--- src/rtl/fetch_pkg.sv ---
// Shared definitions for the instruction fetch front end.
//   INSTR_W   : instruction word width
//   PC_INC    : byte distance between consecutive sequential fetches
//   NOP_INSTR : value the IF/ID instruction field takes while in reset
//   fetch_state_t : fetch FSM states
//     IDLE - one-cycle settle after reset release
//     REQ  - request presented to instruction memory
//     WAIT - request accepted, waiting for read data
//     HOLD - data captured in the hold buffer while decode is stalled
package fetch_pkg;

  localparam int          INSTR_W   = 32;
  localparam int          PC_INC    = 4;
  localparam logic [31:0] NOP_INSTR = 32'h0000_0000;

  typedef enum logic [1:0] {
    IDLE = 2'd0,
    REQ  = 2'd1,
    WAIT = 2'd2,
    HOLD = 2'd3
  } fetch_state_t;

endpackage

--- src/rtl/pc_fetch_unit.sv ---
// Fetch-side end of branch resolution. Owns the PC, issues one instruction
// memory read at a time, and loads the IF/ID register with the instruction
// and its fetch address + 4. A taken-branch redirect from EX restarts fetch
// at the target and discards any response belonging to the wrong path.
// A one-entry hold buffer absorbs a response that arrives while decode is
// stalled.
//
// Ports:
//   clk, rst_n      : clock (rising edge), asynchronous active-low reset
//   stall_i         : hold IF/ID contents this cycle
//   redirect_valid  : taken branch pulse, redirect_pc is the target
//   imem_req        : read request, imem_addr held stable until imem_ready
//   imem_ready      : request accepted this cycle
//   imem_rvalid     : read data valid, imem_rdata is the instruction word
//   ifid_valid      : IF/ID holds a real instruction
//   ifid_instr      : fetched instruction
//   ifid_pcp4       : fetch address + 4
module pc_fetch_unit
  import fetch_pkg::*;
#(
  parameter int unsigned       ADDR_W   = 32,
  parameter logic [ADDR_W-1:0] RESET_PC = '0
) (
  input  logic               clk,
  input  logic               rst_n,
  input  logic               stall_i,
  input  logic               redirect_valid,
  input  logic [ADDR_W-1:0]  redirect_pc,
  output logic               imem_req,
  output logic [ADDR_W-1:0]  imem_addr,
  input  logic               imem_ready,
  input  logic               imem_rvalid,
  input  logic [INSTR_W-1:0] imem_rdata,
  output logic               ifid_valid,
  output logic [INSTR_W-1:0] ifid_instr,
  output logic [ADDR_W-1:0]  ifid_pcp4
);

  localparam logic [ADDR_W-1:0] INC = ADDR_W'(PC_INC);

  fetch_state_t state_q, state_d;
  logic [ADDR_W-1:0]  pc_q, pc_d;
  logic [ADDR_W-1:0]  issued_q;
  logic               drop_q, drop_d;
  logic [INSTR_W-1:0] buf_instr_q;
  logic [ADDR_W-1:0]  buf_pcp4_q;

  logic [ADDR_W-1:0]  redirect_tgt;
  logic [ADDR_W-1:0]  issued_pcp4;
  logic               accept;
  logic               resp;
  logic               load_direct;
  logic               load_buf;
  logic               to_buf;

  // Branch targets are forced word aligned; the low two bits are masked off.
  assign redirect_tgt = redirect_pc & ~ADDR_W'(2'b11);
  assign issued_pcp4  = issued_q + INC;

  assign accept = (state_q == REQ) && imem_ready;
  assign resp   = (state_q == WAIT) && imem_rvalid;

  // A redirect kills every load into IF/ID or the buffer in the same cycle.
  assign load_direct = resp && !drop_q && !stall_i && !redirect_valid;
  assign to_buf      = resp && !drop_q &&  stall_i && !redirect_valid;
  assign load_buf    = (state_q == HOLD) && !stall_i && !redirect_valid;

  assign imem_req  = (state_q == REQ);
  assign imem_addr = pc_q;

  // Next state, next PC and drop flag. The redirect block at the end
  // overrides the normal transitions.
  always_comb begin
    state_d = state_q;
    pc_d    = pc_q;
    drop_d  = drop_q;
    case (state_q)
      IDLE: state_d = REQ;
      REQ: begin
        if (imem_ready) begin
          pc_d    = pc_q + INC;
          state_d = WAIT;
        end
      end
      WAIT: begin
        if (imem_rvalid) begin
          drop_d  = 1'b0;
          state_d = (drop_q || !stall_i) ? REQ : HOLD;
        end
      end
      HOLD: begin
        if (!stall_i) state_d = REQ;
      end
      default: state_d = IDLE;
    endcase

    if (redirect_valid) begin
      pc_d = redirect_tgt;
      if (state_q == REQ && imem_ready) begin
        // The request just accepted belongs to the wrong path.
        drop_d  = 1'b1;
        state_d = WAIT;
      end else if (state_q == WAIT && !imem_rvalid) begin
        // Still owed a wrong-path response; wait for it and throw it away.
        drop_d  = 1'b1;
        state_d = WAIT;
      end else begin
        drop_d  = 1'b0;
        state_d = REQ;
      end
    end
  end

  // FSM, PC and issued-address registers.
  always_ff @(posedge clk or negedge rst_n) begin
    if (!rst_n) begin
      state_q  <= IDLE;
      pc_q     <= RESET_PC;
      drop_q   <= 1'b0;
      issued_q <= RESET_PC;
    end else begin
      state_q <= state_d;
      pc_q    <= pc_d;
      drop_q  <= drop_d;
      if (accept) issued_q <= pc_q;
    end
  end

  // One-entry hold buffer for a response that arrives during a stall.
  always_ff @(posedge clk or negedge rst_n) begin
    if (!rst_n) begin
      buf_instr_q <= NOP_INSTR;
      buf_pcp4_q  <= '0;
    end else if (redirect_valid) begin
      buf_instr_q <= NOP_INSTR;
      buf_pcp4_q  <= '0;
    end else if (to_buf) begin
      buf_instr_q <= imem_rdata;
      buf_pcp4_q  <= issued_pcp4;
    end
  end

  // IF/ID register. Stall freezes it, an idle unstalled cycle inserts a
  // bubble, a redirect always invalidates it.
  always_ff @(posedge clk or negedge rst_n) begin
    if (!rst_n) begin
      ifid_valid <= 1'b0;
      ifid_instr <= NOP_INSTR;
      ifid_pcp4  <= '0;
    end else if (redirect_valid) begin
      ifid_valid <= 1'b0;
    end else if (load_direct) begin
      ifid_valid <= 1'b1;
      ifid_instr <= imem_rdata;
      ifid_pcp4  <= issued_pcp4;
    end else if (load_buf) begin
      ifid_valid <= 1'b1;
      ifid_instr <= buf_instr_q;
      ifid_pcp4  <= buf_pcp4_q;
    end else if (!stall_i) begin
      ifid_valid <= 1'b0;
    end
  end

endmodule

--- config.mk ---
export PLATFORM = sky130hd
export DESIGN_NAME = pc_fetch_unit
export DESIGN_NICKNAME = d
export VERILOG_FILES = /design/src/rtl/fetch_pkg.sv /design/src/rtl/pc_fetch_unit.sv
export SDC_FILE = /design/constraint.sdc
export NUM_CORES = 1
export LEC_CHECK = 0
export ABC_AREA = 1
export BUFFER_PORTS_ARGS = -buffer_cell sky130_fd_sc_hd__clkbuf_2
export CORE_UTILIZATION = 57
export CTS_CLUSTER_SIZE = 14
export DETAILED_ROUTE_END_ITERATION = 7
export PLACE_DENSITY = 0.81
export SLEW_MARGIN = 20
export SYNTH_ARGS = -nofsm -noshare
export SYNTH_HDL_FRONTEND = slang
export SYNTH_SLANG_ARGS = --single-unit
--- constraint.sdc ---
create_clock -name clk -period 1.9 [get_ports clk]
set_input_delay 0.38 -clock clk [delete_from_list [all_inputs] [get_ports clk]]
set_output_delay 0.38 -clock clk [all_outputs]
set_load 0.1 [all_outputs]
==> flow_metrics.tcl, run 1 <==
set metrics [dict create \
    status "complete, no violations" \
    dpl_cell_area_um2 10900 \
    power.share.clock_pct 18.6 \
    syn_to_final_growth_pct 20.4 \
    fin_area_um2 11600 \
    place.gp.congestion 0.920 \
    layout_commonest_cell "nand2_1" \
    core_area_um2 16600 \
    end_kind "output port" \
    synthArstFlopShare_pct 100 \
    synth_cell_types 40 \
    layout-drive-gt1-share_pct 23.6 \
    fp.dieW_um 132 \
    ctsHtreeMaxLevel 4 \
    route.detailed.drc 0 \
    wire_per_inst_um 15.4 \
    synth_edf_count 0 \
    viasPerCell 5.35 \
    ant_nets 0 \
    min_period_ns 1.82 \
    clk_latency_ns 0.44 \
    cts_buffer_depth 2 \
    antenna_found_initial 0 \
    start_kind "register" \
    netlist_area_um2 9680 \
    avgSynthCellArea_um2 8.09 \
    finalHoldViolations 0 \
    port_buffers 163 \
    fin_ws_ns 0.0754 \
    p_total_mw 19.2 \
    synth_cells 1196 \
    final_cell_mix "nand2_1 (369), dfrtp_1 (168), clkbuf_2 (161), inv_1 (154), nor2_1 (85)" \
    critPathTopFamily "buffers and inverters" \
    holdWs_ns 0.156 \
    cts_made_buffers 17 \
    clock_sinks 190 \
    rsz0062_at_grt "true" \
    max_freq_mhz 548 \
    dp_hpwl_um 18400 \
    grt_start_max_net_pins 61 \
    worst_slew_pin_slew_ns 0.573 \
    ys_warn_count 0 \
    max_stage_delay_ns 0.42 \
    crit_fanout 3 \
    hp-class "input pin to register" \
    drt-initial-drc-count 569 \
    rows 47 \
    p_leak_nw 5.72 \
    maxSlewHeadroom_pct 61.9 \
    ir_drop_mv 1.14 \
    clk_pin_slew_ns 0.08 \
    ys_seq_area_share_pct 49.1 \
    pre_cts_ws_ns 0.0694 \
    io_pins 168 \
    routed_wl_um 24700 \
    crit_path_cell_trace "inv_1, ha_4, buf_4" \
    crit_buf_inv 2 \
    grt_pass1_wl_um 41100 \
    cp.required_ns 1.52 \
    drv_cap 0 \
    post-route-util_pct 70.2 \
    pwr-share-seq_pct 31.7 \
    fin_skew_ns 0.00903 \
    criticalPathCategory "register to output port" \
    cts_root_buf "clkbuf_16" \
    crit_slowest_cell "dfrtp_1" \
    power.density_nw_per_um2 1650 \
    insertedDiodeCount 0 \
    via_count 8569 \
    pwr-share-comb_pct 49.7 \
    grt_pass1_vias 8269 \
    finalCritPeriodShare_pct 96.0 \
    p_sw_mw 10.4 \
    cp.arrival_ns 1.44 \
    globalRouteOverflowTotal 0 \
    track_usage_pct 29.7 \
    die-height_um 132 \
    dr.pass1.iters 5 \
    start_util_pct 58.4 \
    die_area_um2 17500 \
    ys.flop_type "dfrtp_1" \
    ys_ff_latch 190 \
    cts_tree "done" \
    intPower_mw 8.75 \
    maxSlewViolCount 0 \
    swShare_pct 54.4 \
    setup_violations 0 \
    finalNetCount 1446 \
]
-- worst register-to-register path: cells and delay by family, from the launching register on --
kind            cells  cell delay, ns
simple gates        3            0.36
flops               1            0.38
buf+inv             5            0.59
compound gates      1            0.18
fa+ha+maj           1            0.19
-- path summary, 6_finish.rpt --
check	cells after the start	slack, ns	endpoint	start
max	3	0.08	imem_req	state_q[1]$_DFFE_PN0P_
min	3	0.16	imem_addr[31]$_DFFE_PN0P_	redirect_pc[31]
max reg2reg	10	0.09	buf_instr_q[5]$_DFFE_PN0P_	state_q[0]$_DFFE_PN0P_
min reg2reg	2	0.48	buf_pcp4_q[16]$_DFFE_PN0P_	buf_pcp4_q[16]$_DFFE_PN0P_
max in group asynchronous	3	0.78	imem_addr[16]$_DFFE_PN0P_	rst_n
min in group asynchronous	2	0.45	buf_instr_q[15]$_DFFE_PN0P_	rst_n
-- final cells by class --
type                            instances  area (µm²)
Clock buffer                           17         425
Clock inverter                         15         176
Fill cell                            1336        4930
Inverter                              165         629
Multi-Input combinational cell        796        4110
Sequential cell                       190        4780
Tap cell                              220         275
Timing Repair Buffer                  200        1250
-- metrics by stage --
stage / setup TNS (ns) / instances
floorplan: 0 / 1197
global placement: 0 / 1566
detailed placement: 0 / 1566
CTS: 0 / 1599
global route: -0.0295 / 1603
finish: 0 / 1603
-- repair_timing --
| item | in CTS | in global routing |
|---|---|---|
| hold buffers | 1 | 0 |
| setup endpoints to repair | 0 | 68 |
| setup buffers | 0 | 4 |
| resized for setup | 0 | 21 |
| endpoints found under the hold margin | 44 | 0 |
-- per-layer routing --
| metal | up-vias | global-route usage, % | share of wire [%] |
|---|---|---|---|
| li1 | 4201 | - | - |
| met1 | 3974 | 41.1 | 44 |
| met2 | 346 | 47.6 | 47 |
| met3 | 48 | 4.15 | 5.9 |
| met4 | 0 | 11.3 | 2.5 |
| met5 | - | 0 | 0 |
-- logic make-up after synthesis --
logic type	count (synthesis)	share of synthesized area (%)
simple gates	573	24.7
buf+inv	211	9.08
compound gates	192	14.1
flops	190	49.1
xor+xnor	23	2.08
fa+ha+maj	6	0.776
other cells	1	0.0388
-- cells in the mapped netlist (3+ instances only) --
library cell / count / area, µm²
nand2_1: 370 / 1390
dfrtp_1: 190 / 4750
inv_1: 154 / 578
nor2_1: 87 / 327
o21ai_0: 82 / 410
nand3_1: 76 / 380
o22ai_1: 33 / 206
o221ai_2: 29 / 435
buf_2: 25 / 125
a21oi_1: 15 / 75.1
xor2_1: 14 / 123
inv_2: 10 / 37.5
nor2_2: 9 / 56.3
o211ai_1: 9 / 67.6
o21ai_1: 9 / 45.0
xnor2_1: 9 / 78.8
buf_4: 8 / 60.1
clkbuf_1: 7 / 26.3
nand4_1: 7 / 43.8
ha_1: 6 / 75.1
nor2_4: 6 / 67.6
nor3_1: 6 / 30.0
nand2_2: 5 / 31.3
o21bai_1: 4 / 30.0
o221ai_1: 4 / 35.0
buf_1: 3 / 11.3
buf_6: 3 / 33.8
-- flip-flops by register name, summed over array words and instances, names as in the netlist --
signal and flops:
state_q 2, ifid_valid 1, ifid_pcp4 31, imem_addr 30, issued_q 30, buf_instr_q 32
buf_pcp4_q 31, ifid_instr 32, drop_q 1
-- power by group through the flow --
stage / Sequential (mW) / Clock [mW] / Combinational (mW)
2_1_floorplan: 11.1 / 0 / 2.56
3_3_place_gp: 6.08 / 0 / 9.37
3_5_place_dp: 6.12 / 0 / 9.48
4_1_cts: 6.06 / 3.60 / 9.53
5_1_grt: 6.22 / 3.78 / 10.0
6_report: 6.09 / 3.57 / 9.53
Note: power is estimated with default switching activity, not from simulation.
==> run 2, diff against run 1 <==
Clock period 1.9 ns to 1.7 ns, I/O delays scaled along.
==> run 2 against run 1 <==
  * Combinational power increased by 16%
  * Sequential power up 12%
  * First-iteration DRC count is 12% higher
  * Critical endpoint is now ifid_instr[13]
  * Largest cell class unchanged
==> flow_metrics.tcl, run 2 (synthesized netlist as in run 1, its figures left out) <==
set metrics [dict create \
    fp.dieW_um 132 \
    crit_slowest_cell "clkbuf_2" \
    final_cell_mix "nand2_1 (365), dfrtp_1 (162), inv_1 (151), clkbuf_2 (148), o21ai_0 (79)" \
    place.gp.congestion 0.930 \
    ant_nets 0 \
    pre_cts_ws_ns -0.156 \
    top_regs "buf_instr_q (32), ifid_instr (32)" \
    max_freq_mhz 596 \
    final_cells 1622 \
    cts_made_buffers 17 \
    drt-initial-drc-count 636 \
    clock_sinks 190 \
    clk_pin_slew_ns 0.08 \
    power.density_nw_per_um2 1810 \
    routed_wl_um 26500 \
    start_kind "register" \
    post-route-util_pct 72.9 \
    rsz0062_at_grt "true" \
    port_buffers 163 \
    dp_cells 1580 \
    core_area_um2 16600 \
    hp-class "input pin to register" \
    insertedDiodeCount 0 \
    maxSlewViolCount 0 \
    crit_start "ifid_instr[13]$_DFFE_PN0P_" \
    crit_fanout 2 \
    io_pins 168 \
    antenna_found_initial 0 \
    critPathTopFamily "buffers and inverters" \
    p_leak_nw 5.94 \
    finalCritPeriodShare_pct 98.8 \
    layout-drive-gt1-share_pct 26.7 \
    finalNetCount 1465 \
    setup-tns-final_ns 0 \
    worst_slew_pin_slew_ns 0.580 \
    clk_latency_ns 0.45 \
    ctsHtreeMaxLevel 4 \
    cp.required_ns 1.36 \
    globalRouteOverflowTotal 0 \
    grt_pass1_wl_um 41600 \
    cp.arrival_ns 1.34 \
    grt_start_max_net_pins 61 \
    grt_pass1_vias 8474 \
    finalHoldViolations 0 \
    fin_skew_ns 0.0110 \
    r2r_slack_ns 0.03 \
    cts_buffer_depth 2 \
    status "complete, no violations" \
    end_kind "output port" \
    ir_drop_mv 1.41 \
    syn_to_final_growth_pct 24.9 \
    die_area_um2 17500 \
    cts_tree "done" \
    setup_violations 0 \
    route.detailed.drc 0 \
    crit_path_cell_trace "clkbuf_2" \
    maxSlewHeadroom_pct 61.5 \
    max_stage_delay_ns 0.49 \
    wire_per_inst_um 16.4 \
    min_period_ns 1.68 \
    rows 47 \
    crit_buf_inv 1 \
    track_usage_pct 29.9 \
    criticalPathCategory "register to output port" \
    dr.pass1.iters 7 \
    viasPerCell 5.45 \
    fin_ws_ns 0.0208 \
    cts_root_buf "clkbuf_16" \
    start_util_pct 58.4 \
    via_count 8844 \
    min-delay-start "redirect_pc[19]" \
    layout_commonest_cell "nand2_1" \
    drv_cap 0 \
    dp_hpwl_um 18300 \
    reg2reg_from "issued_q[4]$_DFFE_PN0P_" \
    die-height_um 132 \
]
[run 2: cell type report]
| type | count | area (µm²) |
|---|---|---|
| sequential | 190 | 4800 |
| fill | 1252 | 4500 |
| multi-input combinational | 796 | 4270 |
| timing repair buffer | 219 | 1500 |
| inverter | 165 | 642 |
| clock buffer | 17 | 425 |
| tap | 220 | 275 |
| clock inverter | 15 | 173 |
[run 2: through the flow]
step	hold slack (ns)	power, mW	cell area, µm²
after global placement	0.315	17.4	11100
after detailed placement	0.312	17.6	11100
final	0.114	21.9	12100
after global routing	0.112	22.8	12100
after CTS	0.104	21.6	11700
after floorplan	0.0444	15.3	9760
[run 2: metal layers]
metal	vias up	GRT usage [%]	share of wire, %
met5	-	0	0
met4	0	11.2	2.6
met3	55	4.42	5.4
met2	358	48.1	49
met1	4183	41.3	43
li1	4248	-	-
[run 2: worst paths after layout]
kind                            cells after the start                           to
min in group asynchronous                           2  buf_instr_q[14]$_DFFE_PN0P_
worst max-delay path                                1               ifid_instr[13]
worst min register to register                      2    ifid_pcp4[24]$_DFFE_PN0P_
max in group asynchronous                           3   ifid_instr[24]$_DFFE_PN0P_
worst max register to register                      9    ifid_pcp4[27]$_DFFE_PN0P_
worst min-delay path                                3    imem_addr[19]$_DFFE_PN0P_
[run 2: repair_timing]
item                                    4_1_cts  5_1_grt
gates cloned                                  0        5
endpoints found under the setup margin       79      112
endpoints found under the hold margin        37        0
hold buffers                                  1        0
buffers inserted                              1        3
pin swaps                                     2        7
resized for setup                            12       58
[run 2: where the power goes]
group          total, mW  switching [mW]  leakage [nW]  internal, mW
sequential          6.84            1.09          2.48          5.74
clock               3.97            1.98         0.292          1.98
combinational       11.1            8.93          3.16          2.18
==> run 3, diff against run 2 <==
Settings changed: BUFFER_PORTS_ARGS -buffer_cell sky130_fd_sc_hd__clkbuf_2 to -buffer_cell sky130_fd_sc_hd__buf_2, CORE_ASPECT_RATIO from default to 0.5.
==> run 3 against run 2 <==
  * Combinational power about the same
  * Cell count grew 0.74%
  * Register-to-register slack is essentially flat
  * Maximum frequency decreased by 0.19%
  * Clock power grew 4%
  * First-iteration DRC count is 11% lower
  * Total power grew 0.93%
  * Setup slack worse by 0.0032 ns
  * Non-clock buffer count grew 6
  * Largest cell class unchanged
==> flow_metrics.tcl, run 3 (synthesized netlist as in run 1, its figures left out) <==
set metrics [dict create \
    globalRouteOverflowTotal 0 \
    die-height_um 94.1 \
    pwr-share-comb_pct 50.2 \
    finalHoldViolations 0 \
    place.gp.congestion 0.903 \
    crit_slowest_cell "dfrtp_1" \
    max_freq_mhz 594 \
    clk_latency_ns 0.44 \
    intPower_mw 10.2 \
    track_usage_pct 30.3 \
    cts_tree "done" \
    syn_to_final_growth_pct 25.1 \
    dp_cells 1597 \
    hp-class "input pin to register" \
    pre_cts_ws_ns -0.0271 \
    fin_skew_ns 0.0139 \
    grt_pass1_wl_um 41100 \
    io_pins 168 \
    insertedDiodeCount 0 \
    max_stage_delay_ns 0.39 \
    finalNetCount 1471 \
    cp.arrival_ns 1.98 \
    drv_cap 0 \
    min_period_ns 1.68 \
    fill_cells 1246 \
    clk_pin_slew_ns 0.08 \
    ant_nets 0 \
    cp.required_ns 2.00 \
    layout-drive-gt1-share_pct 27.8 \
    dp_hpwl_um 18300 \
    setup_violations 0 \
    rsz0062_at_grt "true" \
    die_area_um2 17500 \
    drt-initial-drc-count 566 \
    cts_buffer_depth 2 \
    p_total_mw 22.1 \
    grt_start_max_net_pins 59 \
    final_cell_mix "nand2_1 (355), buf_2 (160), dfrtp_1 (159), inv_1 (149), o21ai_0 (80)" \
    routed_wl_um 25800 \
    layout_commonest_cell "nand2_1" \
    top_regs "buf_instr_q (32), ifid_instr (32)" \
    fin_ws_ns 0.0176 \
    power.share.clock_pct 18.7 \
    dr.pass1.iters 7 \
    wire_per_inst_um 15.8 \
    start_util_pct 58.7 \
    via_count 8882 \
    maxSlewViolCount 0 \
    port_buffers 163 \
    cts_made_buffers 17 \
    swShare_pct 53.8 \
    fin_area_um2 12100 \
    p_leak_nw 5.93 \
    crit_path_cell_trace "inv_2, ha_4, nand2_2, inv_2, nand2_4, nor2_8, nor2_4, buf_12, buf_12, nand2_1, o221ai_1" \
    dpl_cell_area_um2 11200 \
    crit_fanout 19 \
    worst_slew_pin_slew_ns 0.522 \
    pwr-share-seq_pct 31.2 \
    power.density_nw_per_um2 1830 \
    clock_sinks 190 \
    viasPerCell 5.44 \
    status "complete, no violations" \
    core_area_um2 16500 \
    start_kind "register" \
    finalCritPeriodShare_pct 99.0 \
    criticalPathCategory "register to register" \
    grt_pass1_vias 8504 \
    cts_root_buf "clkbuf_16" \
    route.detailed.drc 0 \
    fp.dieW_um 186 \
    final_cells 1634 \
    end_kind "register" \
    p_sw_mw 11.9 \
    rows 33 \
    ir_drop_mv 1.23 \
    antenna_found_initial 0 \
    maxSlewHeadroom_pct 65.5 \
    ctsHtreeMaxLevel 4 \
]
## run 3: cell count changes in the layout (fill, tap and decap cells not counted), sizes merged
cell      before  now
buf           62  221
clkbuf       173   20
clkinv         8    4
clkinvlp       0    3
bufinv         0    2
inv          172  170
## run 3: power by group through the flow
| stage | Sequential, mW | Clock [mW] | Combinational, mW |
|---|---|---|---|
| after floorplan | 12.5 | 0 | 2.87 |
| final | 6.89 | 4.13 | 11.1 |
| after CTS | 6.81 | 4.18 | 10.9 |
| after detailed placement | 6.88 | 0 | 10.8 |
| after global placement | 6.83 | 0 | 10.6 |
| after global routing | 7.02 | 4.36 | 11.7 |
## run 3: timing repair
action                     in CTS  in global routing
cloned                          0                  1
hold buffers                    1                  0
hold endpoints to repair       32                  0
gates resized for setup         4                 54
setup buffers                   2                  2
pin swaps                       1                  5
setup endpoints to repair      23                140
## run 3: worst paths after layout
check	from	endpoint	slack, ns	depth (start not counted)
worst max-delay path	state_q[0]$_DFFE_PN0P_	ifid_instr[0]$_DFFE_PN0P_	0.02	11
worst min-delay path	redirect_pc[25]	imem_addr[25]$_DFFE_PN0P_	0.12	3
worst max register to register	state_q[0]$_DFFE_PN0P_	ifid_instr[0]$_DFFE_PN0P_	0.02	11
worst min register to register	ifid_pcp4[25]$_DFFE_PN0P_	ifid_pcp4[25]$_DFFE_PN0P_	0.48	2
max in group asynchronous	rst_n	imem_addr[20]$_DFFE_PN0P_	0.70	3
min in group asynchronous	rst_n	ifid_instr[7]$_DFFE_PN0P_	0.40	2
## run 3: final cells by class
class	count	area, µm²	area share [%]
well taps	227	284	2.35
clock buffers	17	425	3.52
flip-flops and latches	190	4800	39.7
multi-input cells	796	4240	35.0
clock inverters	14	180	1.49
repair buffers	225	1540	12.7
inverters	165	629	5.20
## run 3: stage by stage
step / util (%) / hold slack, ns / TNS, ns
after floorplan: - / 0.0444 / 0
final: 73.5 / 0.119 / 0
after global placement: 68.3 / 0.298 / 0
after global routing: 73.5 / 0.117 / -0.664
after detailed placement: 68.3 / 0.302 / -0.149
after CTS: 72.3 / 0.106 / -0.00913
## run 3: per-layer routing
layer  share of wire (%)  up-vias  global-route usage [%]
met1                  45     4232                    40.9
met5                   0        -                       0
met3                 7.0       49                    5.66
li1                    -     4248                       -
met2                  46      353                    49.3
met4                 1.7        0                    10.3
## run 3: critical path: cells and delay by family (launching register included)
kind | cells | cell delay, ns
buf+inv | 4 | 0.44
simple gates | 5 | 0.46
flops | 1 | 0.39
fa+ha+maj | 1 | 0.14
compound gates | 1 | 0.10
